===== config.mk =====
export PLATFORM = sky130hd
export DESIGN_NAME = wb_arb2
export DESIGN_NICKNAME = d
export VERILOG_FILES = /design/src/rtl/wb_arb2_pkg.sv /design/src/rtl/wb_arb2_pick.sv /design/src/rtl/wb_arb2.sv
export SDC_FILE = /design/constraint.sdc
export NUM_CORES = 1
export LEC_CHECK = 0
export ABC_AREA = 0
export CORE_AREA = 2 2 124 126
export DETAILED_ROUTE_END_ITERATION = 10
export DIE_AREA = 0 0 126 128
export GPL_TIMING_DRIVEN = 0
export PLACE_DENSITY = 0.59
export REMOVE_ABC_BUFFERS = 1
export SLEW_MARGIN = 10
export SYNTH_ARGS = -nofsm -noshare
export SYNTH_HDL_FRONTEND = slang
export SYNTH_SLANG_ARGS = --single-unit

===== constraint.sdc =====
create_clock -name clk -period 1.5 [get_ports clk]
set_input_delay 0.375 -clock clk [delete_from_list [all_inputs] [get_ports clk]]
set_output_delay 0.375 -clock clk [all_outputs]
set_load 0.1 [all_outputs]

===== src/rtl/wb_arb2_pkg.sv =====
// Shared definitions for the two-master Wishbone arbiter.
//   state_t : arbiter FSM encoding (IDLE, XFER, ERR)
//   M0 / M1 : owner register values for master 0 (instruction) / master 1 (data)
package wb_arb2_pkg;

  typedef enum logic [1:0] {
    IDLE = 2'd0,
    XFER = 2'd1,
    ERR  = 2'd2
  } state_t;

  localparam logic M0 = 1'b0;
  localparam logic M1 = 1'b1;

endpackage


===== src/rtl/wb_arb2_pick.sv =====
// Combinational two-way grant decision, shared by the IDLE grant and the
// back-to-back handoff in XFER.
//   req0, req1 : live requests (cyc & stb) of master 0 / master 1
//   last       : master granted most recently
//   owner_next : master that should own the bus next (M0/M1)
// With PRIO_FIXED = 0 a tie goes to the master that was not granted last;
// with PRIO_FIXED = 1 a tie always goes to master 1.
module wb_arb2_pick
  import wb_arb2_pkg::*;
#(
  parameter int PRIO_FIXED = 0
) (
  input  logic req0,
  input  logic req1,
  input  logic last,
  output logic owner_next
);

  always_comb begin
    owner_next = M0;
    if (req0 && req1) begin
      owner_next = (PRIO_FIXED != 0) ? M1 : ~last;
    end else if (req1) begin
      owner_next = M1;
    end
  end

endmodule


===== src/rtl/wb_arb2.sv =====
// Two-master Wishbone arbiter: the LM32 instruction (m0) and data (m1)
// ports share one slave-side path toward the address decoder.  The owner
// keeps the bus for as long as its cyc stays high, so bursts are never split.
//
// Ports:
//   clk, rst            clock; asynchronous active-low reset
//   mN_adr_i/dat_i/...  master N request signals (N = 0, 1)
//   mN_dat_o            slave read data, broadcast to both masters
//   mN_ack_o/err_o      ack/err, delivered to the owning master only
//   s_*_o               request signals of the owning master (0 when idle)
//   s_dat_i, s_ack_i    slave response
//   gnt_o               one-hot owner, 00 when idle
//
// Build option: define WB_ARB2_TIMEOUT_EN to add a bus watchdog that ends a
// transfer with err after TIMEOUT_CYC strobed cycles without ack.
module wb_arb2
  import wb_arb2_pkg::*;
#(
  parameter int ADR_W       = 32,
  parameter int DAT_W       = 32,
  parameter int PRIO_FIXED  = 0,
  parameter int TIMEOUT_CYC = 1023
) (
  input  logic               clk,
  input  logic               rst,
  input  logic [ADR_W-1:0]   m0_adr_i,
  input  logic [DAT_W-1:0]   m0_dat_i,
  output logic [DAT_W-1:0]   m0_dat_o,
  input  logic [DAT_W/8-1:0] m0_sel_i,
  input  logic               m0_we_i,
  input  logic               m0_cyc_i,
  input  logic               m0_stb_i,
  output logic               m0_ack_o,
  output logic               m0_err_o,
  input  logic [ADR_W-1:0]   m1_adr_i,
  input  logic [DAT_W-1:0]   m1_dat_i,
  output logic [DAT_W-1:0]   m1_dat_o,
  input  logic [DAT_W/8-1:0] m1_sel_i,
  input  logic               m1_we_i,
  input  logic               m1_cyc_i,
  input  logic               m1_stb_i,
  output logic               m1_ack_o,
  output logic               m1_err_o,
  output logic [ADR_W-1:0]   s_adr_o,
  output logic [DAT_W-1:0]   s_dat_o,
  output logic [DAT_W/8-1:0] s_sel_o,
  output logic               s_we_o,
  output logic               s_cyc_o,
  output logic               s_stb_o,
  input  logic [DAT_W-1:0]   s_dat_i,
  input  logic               s_ack_i,
  output logic [1:0]         gnt_o
);

  state_t state_q, state_d;
  logic   owner_q, owner_d;
  logic   last_q, last_d;
  logic   req0, req1;
  logic   own_cyc, own_stb;
  logic   pick_owner;
  logic   timeout;

  assign req0    = m0_cyc_i & m0_stb_i;
  assign req1    = m1_cyc_i & m1_stb_i;
  assign own_cyc = (owner_q == M1) ? m1_cyc_i : m0_cyc_i;
  assign own_stb = (owner_q == M1) ? m1_stb_i : m0_stb_i;

  // Read data needs no steering: only the owner sees an ack.
  assign m0_dat_o = s_dat_i;
  assign m1_dat_o = s_dat_i;

  wb_arb2_pick #(.PRIO_FIXED(PRIO_FIXED)) u_pick (
    .req0       (req0),
    .req1       (req1),
    .last       (last_q),
    .owner_next (pick_owner)
  );

`ifdef WB_ARB2_TIMEOUT_EN
  localparam int             CNT_W   = $clog2(TIMEOUT_CYC + 1);
  localparam logic [CNT_W-1:0] CNT_LIM = CNT_W'(TIMEOUT_CYC - 1);

  logic [CNT_W-1:0] wd_q;

  // An ack in the limit cycle completes the transfer instead of erroring.
  assign timeout = own_stb & ~s_ack_i & (wd_q == CNT_LIM);

  // Counts only strobed, unacked owner cycles; any break restarts it, and a
  // release/handoff (owner cyc low) clears it so the next owner starts at 0.
  always_ff @(posedge clk or negedge rst) begin
    if (!rst) begin
      wd_q <= '0;
    end else if ((state_q != XFER) || !own_cyc || !own_stb || s_ack_i) begin
      wd_q <= '0;
    end else begin
      wd_q <= wd_q + 1'b1;
    end
  end
`else
  logic unused_timeout_cyc;

  assign timeout            = 1'b0;
  assign unused_timeout_cyc = (TIMEOUT_CYC != 0);
`endif

  always_ff @(posedge clk or negedge rst) begin
    if (!rst) begin
      state_q <= IDLE;
      owner_q <= M0;
      last_q  <= M1;
    end else begin
      state_q <= state_d;
      owner_q <= owner_d;
      last_q  <= last_d;
    end
  end

  always_comb begin
    state_d  = state_q;
    owner_d  = owner_q;
    last_d   = last_q;
    s_adr_o  = '0;
    s_dat_o  = '0;
    s_sel_o  = '0;
    s_we_o   = 1'b0;
    s_cyc_o  = 1'b0;
    s_stb_o  = 1'b0;
    m0_ack_o = 1'b0;
    m1_ack_o = 1'b0;
    m0_err_o = 1'b0;
    m1_err_o = 1'b0;
    gnt_o    = 2'b00;

    unique case (state_q)
      IDLE: begin
        if (req0 || req1) begin
          owner_d = pick_owner;
          last_d  = pick_owner;
          state_d = XFER;
        end
      end

      XFER: begin
        s_adr_o  = (owner_q == M1) ? m1_adr_i : m0_adr_i;
        s_dat_o  = (owner_q == M1) ? m1_dat_i : m0_dat_i;
        s_sel_o  = (owner_q == M1) ? m1_sel_i : m0_sel_i;
        s_we_o   = (owner_q == M1) ? m1_we_i  : m0_we_i;
        s_cyc_o  = own_cyc;
        s_stb_o  = own_stb;
        m0_ack_o = (owner_q == M0) & s_ack_i;
        m1_ack_o = (owner_q == M1) & s_ack_i;
        gnt_o    = (owner_q == M1) ? 2'b10 : 2'b01;

        // Owner released (after a normal end or an abandon).  The owner's own
        // request is low here, so any live request belongs to the other
        // master and is handed the bus without an idle cycle.
        if (!own_cyc) begin
          if (req0 || req1) begin
            owner_d = pick_owner;
            last_d  = pick_owner;
          end else begin
            state_d = IDLE;
          end
        end else if (timeout) begin
          state_d = ERR;
        end
      end

      ERR: begin
        // Slave side is parked (cyc/stb low) while the owner sees err.
        gnt_o = (owner_q == M1) ? 2'b10 : 2'b01;
`ifdef WB_ARB2_TIMEOUT_EN
        m0_err_o = (owner_q == M0);
        m1_err_o = (owner_q == M1);
`endif
        state_d = IDLE;
      end

      default: state_d = IDLE;
    endcase
  end

endmodule


== Word level (Yosys, flattened, before mapping) ==
Cells that the tools add are included.

* Register bits: 4
* Input bits: 177

* Equal/unequal tests: 5
* Muxes and demuxes: 28
* Bitwise logic cells: 6
* Reductions and logical operators: 7

{| class="wikitable"
|+ Operator list
! operator !! number
|-
| 32-bit two-way mux || 4
|-
| 1-bit two-way mux || 14
|-
| 2-bit two-way mux || 5
|-
| 4-bit two-way mux || 2
|-
| 2-bit inequality test, second input constant || 3
|-
| 1-bit AND || 4
|-
| 1-bit one-hot mux with 2 select lines || 2
|-
| 2-bit one-hot mux with 2 select lines || 1
|-
| 3-bit AND reduction || 1
|-
| 2-bit by 1-bit == test with 1-bit output, second input constant || 1
|-
| 2-bit == test, second input constant || 1
|-
| 2-bit zero test || 1
|-
| 1-bit NOT || 2
|-
| 2-bit AND reduction || 1
|-
| 2-bit nonzero test || 1
|-
| 2-bit OR reduction || 1
|-
| 1-bit logical AND || 1
|-
| 1-bit logical OR || 1
|}

== Logic depth before layout (Yosys ltp) ==
Gate-level depths: netlist of run 1.

* Depth in word-level cells: 6
* Gate-level depth with buffers: 5
* Gate-level depth less buffers: 3

== Hierarchy ==
From an unflattened synthesis of run 1, not the netlist that was laid out.

* Cells, all modules: 246
* Area total of the unflattened synthesis: 1760.4 sq um

{| class="wikitable"
|+ By module, submodules not included
! module !! times used !! cells each !! area each (sq um)
|-
| wb_arb2 || 1 || 245 || 1749.2
|-
| wb_arb2_pick || 1 || 1 || 11.3
|}

== Worst setup path after synthesis of run 1 ==
No wires, ideal clock.

* Path type: register to output
* From: register owner_q
* To: output port s_adr_o[27]
* Data arrival time: 2.215 ns
* Path slack: -1.090 ns
* Stages on the path, launching flop included: 6
* Path buffers: 3
* Cells stage by stage: dfrtp_1 buf_6 buf_6 buf_6 mux2i_1 nor2b_1

* Word-level cells in the longest chain between the ends: 2

{| class="wikitable"
|+ Ends and longest elaborated chain
! item !! RTL line !! text
|-
| start, declared || wb_arb2.sv:56 || <nowiki>logic owner_q, owner_d;</nowiki>
|-
| start signal, assigned || wb_arb2.sv:113 || <nowiki>owner_q <= owner_d;</nowiki>
|-
| 32-bit two-way mux || wb_arb2.sv:144 || <nowiki>s_adr_o = (owner_q == M1) ? m1_adr_i : m0_adr_i;</nowiki>
|-
| 32-bit two-way mux || wb_arb2.sv:134 || <nowiki>unique case (state_q)</nowiki>
|-
| end, declared || wb_arb2.sv:44 || <nowiki>output logic [ADR_W-1:0] s_adr_o,</nowiki>
|}

Every way passes these cells.

== Worst setup path in the final report of run 1 ==
* From: register owner_q
* To: output port s_dat_o[9]

* Word-level cells in the longest chain between the ends: 2

{| class="wikitable"
|+ Ends and longest elaborated chain
! item !! RTL line !! text
|-
| 32-bit two-way mux || wb_arb2.sv:145 || <nowiki>s_dat_o = (owner_q == M1) ? m1_dat_i : m0_dat_i;</nowiki>
|-
| 32-bit two-way mux || wb_arb2.sv:134 ||
|-
| end, declared || wb_arb2.sv:45 || <nowiki>output logic [DAT_W-1:0] s_dat_o,</nowiki>
|}

Every way passes these cells.

==> results.sh, run 1 <==
export IMPL_final_min_clock_period_ps=2015
export IMPL_clkSinkCount=3
export IMPL_routed_top_layer="met5"
export IMPL_fin_util_pct=29.11
export IMPL_final_worst_path_cycle_share_pct=134.3
export IMPL_post_route_cells_drive_above_1_share_pct=27.34
export IMPL_power_frac_seq_pct=3.0
export IMPL_antenna_cells=0
export IMPL_critical_path_endpoint_type="primary output"
export IMPL_pwr_share_comb_pct=90.1
export IMPL_placeableCoreArea_um2=14860
export IMPL_regToRegSetupSlack_ps=140
export IMPL_synth_cell_type_count=21
export IMPL_ys_warnings_count=0
export IMPL_cts_buffer_depth=2
export IMPL_final_common_cell="clkdlybuf4s50_1"
export IMPL_mean_number_of_vias_per_cell=3.855
export IMPL_syn_inst=247
export IMPL_worst_ir_drop_vdd_mv=0.6914
export IMPL_placement_rows=45
export IMPL_min_path_type="primary input to async pin"
export IMPL_via_count=2290
export IMPL_cts_tree="built"
export IMPL_design_die_area_um2=16130
export IMPL_post_synth_instance_area_um2=1948
export IMPL_crit_path_start_kind="register"
export IMPL_io_pins=318
export IMPL_latest_clock_arrival_within_the_worst_skew_pair_ps=220
export IMPL_pwr_density_cell_nw_per_um2=1403
export IMPL_final_setup_skew_ps=0.5507
export IMPL_wl_met2_um=4786
export IMPL_data_required_time_at_the_worst_endpoint_ps=1120
export IMPL_nFillCells=1576
export IMPL_synth_seq_area_share_pct=3.918
export IMPL_drt_total_wl_um=10930
export IMPL_drc_errors=0
export IMPL_crit_reg2reg_capture="state_q[0]"
export IMPL_path_class="register to primary output"
export IMPL_timing_hold_ws_ps=336.2
export IMPL_fin_setup_tns_ps=-30440
export IMPL_violations="setup timing"
export IMPL_rsz_0062_raised_after_global_routing="yes"
export IMPL_global_route_overflow_total=0
export IMPL_p_leak_nw=1.837
export IMPL_path_cells="buf_12, buf_4, mux2i_1, nor2b_1, buf_6"
export IMPL_layout_nets=584
export IMPL_wl_met3_um=1779
export IMPL_ys_top_cells_by_area="mux2i_1, buf_4, nor2b_1"
export IMPL_grt_util_all_layers_pct=12.06
export IMPL_timing_critical_path_slowest_stage_cell="dfrtp_4"
export IMPL_internal_power_w=0.002323
export IMPL_power_share_clock_pct=7.0
export IMPL_area_growth_synth_to_final_pct=122.1
export IMPL_drt_pre_antenna_iters=4
export IMPL_fp_dieH_um=128
export IMPL_start_util_pct=13.11
export IMPL_postSynthAreaPerCell_um2=7.887
export IMPL_net_switching_power_w=0.003746
export IMPL_layout_cells_non_filler=594
export IMPL_total_power_draw_w=0.006069
export IMPL_grt_max_degree=47
export IMPL_ys_ff_latch=3
export IMPL_regToRegStartpoint="owner_q"
export IMPL_numPortBuffers=219
export IMPL_antenna_found_initial=0
export IMPL_clk_transition_reported_paths_ps=30
export IMPL_fmax_mhz=496.4
export IMPL_dp_cells=574
export IMPL_route_antenna_remaining_nets=0
export IMPL_route_detailed_wl_per_inst_um=18.40
export IMPL_max_stage_delay_ps=560
export IMPL_grt_pass1_wl_um=14680
export IMPL_netSwitchingFraction_pct=61.73
export IMPL_run_status="complete, but fails checks"
export IMPL_hold_viol_final=0
export IMPL_cts_root_buf="clkbuf_16"
export IMPL_place_congestion=0.7623
export IMPL_maximum_level_of_the_cts_h_tree=1
export IMPL_synth_top_area_share_pct=35.97
export IMPL_setup_violations_final=75
export IMPL_timing_critical_path_fanout_max=18
export IMPL_synthDominantAreaCellType="mux2i_1"
export IMPL_worst_r2r_cell_count=4
export IMPL_route_layer_met1_wl_um=4231
export IMPL_arr_time_crit_path_ps=1640
export IMPL_layout_common_cells="clkdlybuf4s50_1, buf_6, nor2b_1"
export IMPL_first_global_vias=2368
export IMPL_overall_die_width_um=126
export IMPL_initialDrtViolationCount=43
export IMPL_setup_slack_ps=-514.6
export IMPL_timing_final_max_slew_violations=0
export IMPL_cts_inserted_buffers=3
export IMPL_max_cap_violations=0
export IMPL_dp_hpwl_um=8312
## kinds of logic after synthesis
| logic type | after synthesis | share of synthesized area [%] |
|---|---|---|
| buffers and inverters | 84 | 31.54 |
| and+or+nand+nor | 81 | 25.18 |
| muxes | 71 | 36.74 |
| AOI/OAI and AO/OA | 7 | 2.441 |
| DFF | 3 | 3.918 |
| other | 1 | 0.1925 |
## area by class of cell
| type | count | area [µm²] | area share, % |
|---|---|---|---|
| timing repair buffer | 237 | 2624 | 60.64 |
| sequential | 3 | 83.83 | 1.938 |
| multi-input combinational | 161 | 1301 | 30.08 |
| clock buffer | 4 | 78.83 | 1.822 |
| tap | 188 | 235.2 | 5.437 |
| inverter | 1 | 3.754 | 0.08676 |
## critical path: cells and delay by family (launching register included)
family / cells / cell delay [ps]
mux: 1 / 100
buf+inv: 3 / 590
flops: 1 / 560
simple gates: 1 / 130
## power groups by stage
stage | Sequential [W] | Combinational (W) | Clock (W)
floorplan | 0.000337 | 0.00349 | 0
global placement | 0.000430 | 0.00465 | 0
detailed placement | 0.000295 | 0.00473 | 0
CTS | 0.000173 | 0.00538 | 0.000427
global route | 0.000186 | 0.00566 | 0.000440
finish | 0.000179 | 0.00547 | 0.000422
## cell usage after synthesis, drive strengths merged
| master | instances |
|---|---|
| nand3 | 1 |
| dfrtp | 2 |
| nor2b | 72 |
| and2 | 1 |
| buf | 76 |
| mux2i | 70 |
| dfstp | 1 |
| inv | 1 |
| a41oi | 1 |
| clkbuf | 7 |
| conb | 1 |
| o21ai | 2 |
| nand2 | 4 |
| a22oi | 1 |
| a21oi | 1 |
| mux2 | 1 |
| nor2 | 2 |
| a31oi | 2 |
| and3 | 1 |
## sequential cells by signal, summed over array words and instances (netlist names)
register	flops
state_q	1
owner_q	1
last_q	1
## metrics by stage
| stage | worst slack (ps) | instance area (µm²) |
|---|---|---|
| 2_1_floorplan | -2937 | 1341 |
| 3_3_place_gp | -3929 | 3769 |
| 3_5_place_dp | -1567 | 3821 |
| 4_1_cts | -534.2 | 4222 |
| 5_1_grt | -547.1 | 4327 |
| 6_report | -514.6 | 4327 |
## worst max path at each step
stage	startpoint	end	slack, ps	cells after the start
floorplan	owner_q	s_adr_o[0]	-2940	2
global placement	owner_q	s_dat_o[11]	-3930	3
detailed placement	owner_q	s_cyc_o	-1570	5
CTS	owner_q	s_sel_o[3]	-530	5
global route	owner_q	s_adr_o[13]	-550	5
finish	owner_q	s_dat_o[9]	-510	5
## timing repair
| action | CTS | global route |
|---|---|---|
| hold buffers | 0 | 0 |
| buffers inserted | 12 | 2 |
| cloned | 1 | 1 |
| gates resized for setup | 544 | 13 |
| endpoints found under the setup margin | 78 | 75 |
## metal layers
layer  up-vias  global-route usage (%)
met4         2                  0.8403
met3         6                   9.182
met2       192                   17.74
li1       1065                       -
met1      1025                   14.31
met5         -                   4.025
Note: power is estimated with default switching activity, not from simulation.
==> run 2, diff against run 1 <==
PLACE_DENSITY = 0.49   (was 0.59)
==> results.sh, run 2 (synthesis gave the netlist of run 1 again) <==
export IMPL_run_status="complete, but fails checks"
export IMPL_violations="setup timing"
export IMPL_crit_reg2reg_capture="last_q"
export IMPL_route_antenna_remaining_nets=0
export IMPL_timing_critical_path_slowest_stage_cell="dfrtp_4"
export IMPL_netSwitchingFraction_pct=62.19
export IMPL_p_leak_nw=1.841
export IMPL_power_frac_seq_pct=2.8
export IMPL_fp_dieH_um=128
export IMPL_initialDrtViolationCount=61
export IMPL_biggestRegsByFlops="last_q: 1 flops, owner_q: 1 flops, state_q: 1 flops"
export IMPL_grt_util_all_layers_pct=14.44
export IMPL_place_congestion=0.7553
export IMPL_drt_pre_antenna_iters=4
export IMPL_design_die_area_um2=16130
export IMPL_grt_max_degree=34
export IMPL_post_route_cells_drive_above_1_share_pct=26.16
export IMPL_path_class="register to primary output"
export IMPL_final_common_cell="clkdlybuf4s50_1"
export IMPL_crit_path_start_kind="register"
export IMPL_setup_slack_ps=-477.1
export IMPL_hold_viol_final=0
export IMPL_antenna_found_initial=0
export IMPL_start_util_pct=13.11
export IMPL_overall_die_width_um=126
export IMPL_critical_path_endpoint_type="primary output"
export IMPL_first_global_vias=2373
export IMPL_internal_power_w=0.002281
export IMPL_critPathTopFamily="flip-flops"
export IMPL_regToRegSetupSlack_ps=100
export IMPL_final_worst_path_cycle_share_pct=131.8
export IMPL_dp_hpwl_um=9515
export IMPL_final_min_clock_period_ps=1977
export IMPL_cts_buffer_depth=2
export IMPL_pwr_density_cell_nw_per_um2=1406
export IMPL_drc_errors=0
export IMPL_grt_pass1_wl_um=16820
export IMPL_max_cap_violations=0
export IMPL_via_count=2356
export IMPL_placed_area_um2=3814
export IMPL_net_switching_power_w=0.003751
export IMPL_setup_violations_final=75
export IMPL_global_route_overflow_total=0
export IMPL_antenna_cells=0
export IMPL_maximum_level_of_the_cts_h_tree=1
export IMPL_cts_root_buf="clkbuf_16"
export IMPL_clk_transition_reported_paths_ps=30
export IMPL_rsz_0062_raised_after_global_routing="yes"
export IMPL_route_detailed_wl_per_inst_um=21.11
export IMPL_area_growth_synth_to_final_pct=120.2
export IMPL_numPortBuffers=219
export IMPL_stdcell_area_um2=4289
export IMPL_cts_tree="built"
export IMPL_timing_critical_path_fanout_max=33
export IMPL_drt_total_wl_um=12600
export IMPL_post_cts_hold_buffer_count=0
export IMPL_timing_final_max_slew_violations=0
export IMPL_regToRegStartpoint="owner_q"
export IMPL_latest_clock_arrival_within_the_worst_skew_pair_ps=230
export IMPL_min_path_type="primary input to async pin"
export IMPL_data_required_time_at_the_worst_endpoint_ps=1120
export IMPL_final_setup_skew_ps=4.817
export IMPL_timing_critical_path_buf_inv=2
export IMPL_power_share_clock_pct=7.1
export IMPL_layout_nets=587
export IMPL_io_pins=318
export IMPL_post_place_ws_ps=-1611
export IMPL_cts_inserted_buffers=3
export IMPL_placement_rows=45
export IMPL_layout_common_cells="clkdlybuf4s50_1, buf_6, nor2b_1"
export IMPL_worst_ir_drop_vdd_mv=0.7878
export IMPL_max_stage_delay_ps=540
export IMPL_clkSinkCount=3
export IMPL_fin_setup_tns_ps=-30010
export IMPL_worst_r2r_cell_count=6
export IMPL_fmax_mhz=505.8
export IMPL_arr_time_crit_path_ps=1600
export IMPL_path_cells="buf_12, mux2i_1, nor2b_1, buf_6"
export IMPL_placeableCoreArea_um2=14860
export IMPL_pwr_share_comb_pct=90.1
export IMPL_mean_number_of_vias_per_cell=3.946
[run 2: cell type report]
| cell class | instances | area, µm² |
|---|---|---|
| fill | 1595 | 10580 |
| timing repair buffer | 240 | 2610 |
| multi-input combinational | 161 | 1277 |
| tap | 188 | 235.2 |
| sequential | 3 | 83.83 |
| clock buffer | 4 | 78.83 |
| inverter | 1 | 3.754 |
[run 2: stage by stage]
stage | hold slack [ps] | instances | utilization [%] | total power [W]
after floorplan | 79.41 | 165 | - | 0.003825
after global placement | 570.3 | 572 | 25.35 | 0.005095
after detailed placement | 567.4 | 574 | 25.66 | 0.005009
after CTS | 331.2 | 595 | 28.70 | 0.006059
after global routing | 343.4 | 597 | 28.86 | 0.006254
final | 332.5 | 597 | 28.86 | 0.006032
[run 2: worst max-delay path by stage]
stage / slack, ps / from / cells past startpoint / endpoint
CTS: -480 / owner_q / 4 / s_adr_o[20]
global placement: -3950 / owner_q / 4 / s_cyc_o
finish: -480 / owner_q / 4 / s_adr_o[20]
global route: -530 / owner_q / 5 / s_dat_o[31]
floorplan: -2940 / owner_q / 2 / s_adr_o[0]
detailed placement: -1610 / owner_q / 4 / s_adr_o[20]
[run 2: power by group through the flow]
| stage | Clock (W) | Combinational [W] | Sequential [W] |
|---|---|---|---|
| finish | 0.000428 | 0.00543 | 0.000169 |
| global route | 0.000446 | 0.00563 | 0.000177 |
| CTS | 0.000434 | 0.00546 | 0.000167 |
| detailed placement | 0 | 0.00471 | 0.000301 |
| global placement | 0 | 0.00465 | 0.000440 |
| floorplan | 0 | 0.00349 | 0.000337 |
[run 2: per-layer routing]
layer	vias up	part of all wire (%)	track usage, %
met4	4	0.12	0.5171
met1	1055	36	14.70
met3	4	19	13.48
met5	-	1.2	7.740
li1	1070	-	-
met2	223	44	22.36
[run 2: timing repair]
action / CTS / global route
endpoints found under the setup margin: 77 / 76
pin swaps: 1 / 1
gates cloned: 3 / 0
setup buffers: 14 / 2
gates resized for setup: 542 / 2
==> run 3, diff against run 2 <==
CAP_MARGIN = 20   (was not set)
CTS_BUF_LIST = sky130_fd_sc_hd__clkbuf_8   (was not set)
HOLD_SLACK_MARGIN = 0.03   (was not set)
==> results.sh, run 3 (synthesis gave the netlist of run 1 again) <==
export IMPL_run_status="complete, but fails checks"
export IMPL_violations="setup timing"
export IMPL_net_switching_power_w=0.003721
export IMPL_arr_time_crit_path_ps=1610
export IMPL_global_route_overflow_total=0
export IMPL_biggestRegsByFlops="last_q: 1 flops, owner_q: 1 flops, state_q: 1 flops"
export IMPL_final_common_cell="clkdlybuf4s50_1"
export IMPL_pwr_share_comb_pct=93.0
export IMPL_power_share_clock_pct=4.0
export IMPL_min_path_type="primary input to async pin"
export IMPL_area_growth_synth_to_final_pct=117.0
export IMPL_hold_viol_final=0
export IMPL_drt_pre_antenna_iters=4
export IMPL_crit_path_start_kind="register"
export IMPL_clk_transition_reported_paths_ps=40
export IMPL_maximum_level_of_the_cts_h_tree=1
export IMPL_final_worst_path_cycle_share_pct=132.1
export IMPL_mean_number_of_vias_per_cell=3.976
export IMPL_first_global_vias=2385
export IMPL_layout_common_cells="clkdlybuf4s50_1, buf_6, nor2b_1"
export IMPL_timing_final_max_slew_violations=0
export IMPL_internal_power_w=0.002098
export IMPL_cts_inserted_buffers=3
export IMPL_post_place_ws_ps=-1611
export IMPL_grt_max_degree=58
export IMPL_grt_pass1_wl_um=16420
export IMPL_setup_violations_final=75
export IMPL_latest_clock_arrival_within_the_worst_skew_pair_ps=220
export IMPL_timing_critical_path_fanout_max=6
export IMPL_worst_ir_drop_vdd_mv=0.7000
export IMPL_cts_buffer_depth=2
export IMPL_antenna_found_initial=0
export IMPL_numPortBuffers=219
export IMPL_clkSinkCount=3
export IMPL_timing_hold_ws_ps=337.7
export IMPL_cts_root_buf="clkbuf_8"
export IMPL_p_leak_nw=1.813
export IMPL_place_congestion=0.7553
export IMPL_grt_util_all_layers_pct=14.01
export IMPL_power_frac_seq_pct=3.0
export IMPL_initialDrtViolationCount=66
export IMPL_post_cts_hold_buffer_count=0
export IMPL_regToRegStartpoint="owner_q"
export IMPL_layout_nets=585
export IMPL_route_detailed_wl_per_inst_um=20.64
export IMPL_final_setup_skew_ps=5.618
export IMPL_cts_tree="built"
export IMPL_rsz_0062_raised_after_global_routing="yes"
export IMPL_io_pins=318
export IMPL_placeableCoreArea_um2=14860
export IMPL_final_min_clock_period_ps=1982
export IMPL_data_required_time_at_the_worst_endpoint_ps=1120
export IMPL_pwr_density_cell_nw_per_um2=1376
export IMPL_overall_die_width_um=126
export IMPL_startpoint="owner_q"
export IMPL_dp_hpwl_um=9515
export IMPL_start_util_pct=13.11
export IMPL_drc_errors=0
export IMPL_via_count=2366
export IMPL_setup_slack_ps=-481.6
export IMPL_antenna_cells=0
export IMPL_max_cap_violations=0
export IMPL_fmax_mhz=504.6
export IMPL_drt_total_wl_um=12280
export IMPL_netSwitchingFraction_pct=63.94
export IMPL_critical_path_endpoint_type="primary output"
export IMPL_route_antenna_remaining_nets=0
export IMPL_design_die_area_um2=16130
export IMPL_post_route_cells_drive_above_1_share_pct=25.55
export IMPL_worst_r2r_cell_count=6
export IMPL_placement_rows=45
export IMPL_path_class="register to primary output"
export IMPL_fp_dieH_um=128
-- run 3: cell count changes in the layout (fill, tap and decap cells not counted) --
cell       delta
buf_6         +2
buf_16        +1
nor2_1        +1
nor2_4        -1
buf_4         -3
buf_8         -1
bufbuf_16     -1
clkbuf_8      +3
clkbuf_1      -1
inv_1         +1
clkbuf_16     -3
-- run 3: cell type report --
| cell class | instances | area [µm²] |
|---|---|---|
| clock buffers | 3 | 41.29 |
| clock inverters | 1 | 3.754 |
| fillers | 1600 | 10640 |
| inverters | 1 | 3.754 |
| multi-input cells | 161 | 1270 |
| flip-flops and latches | 3 | 83.83 |
| well taps | 188 | 235.2 |
| repair buffers | 238 | 2590 |
-- run 3: what timing repair did --
action,CTS,global route
buffers inserted,15,0
cloned,2,0
setup endpoints to repair,77,76
pin swaps,0,1
gates resized for setup,537,4
endpoints found under the hold margin,0,0
-- run 3: path summary, 6_finish.rpt --
path / to / slack [ps]
min in group clk: last_q / 570
worst min register to register: last_q / 570
worst min-delay path: state_q[0] / 340
worst max register to register: last_q / 100
max in group asynchronous: last_q / 940
worst max-delay path: s_dat_o[1] / -480
-- run 3: routing by layer --
metal	share of wire [%]	track usage, %
met5	1.3	8.978
met4	0.15	0.5171
met3	21	13.52
met2	43	21.32
met1	34	14.14
-- run 3: per-stage QoR --
step	util (%)	instance area, µm²	setup TNS, ps	instances	power [W]
CTS	28.34	4213	-30900	595	0.005859
detailed placement	25.66	3814	-104770	574	0.005009
global route	28.44	4228	-34560	595	0.006040
floorplan	-	1341	-222470	165	0.003825
global placement	25.35	3769	-283260	572	0.005095
finish	28.44	4228	-30250	595	0.005819
-- run 3: worst max-delay path, stage by stage (launching register included) --
cell and delay [ps]:
dfrtp_4 550, buf_8 170, buf_6 130, mux2i_1 120, nor2b_1 170, buf_6 250
-- run 3: power by group through the flow --
stage	sequential (W)	clock, W	combinational, W
CTS	0.000178	0.000240	0.00544
finish	0.000177	0.000233	0.00541
global route	0.000185	0.000250	0.00560
detailed placement	0.000301	0	0.00471
global placement	0.000440	0	0.00465
floorplan	0.000337	0	0.00349
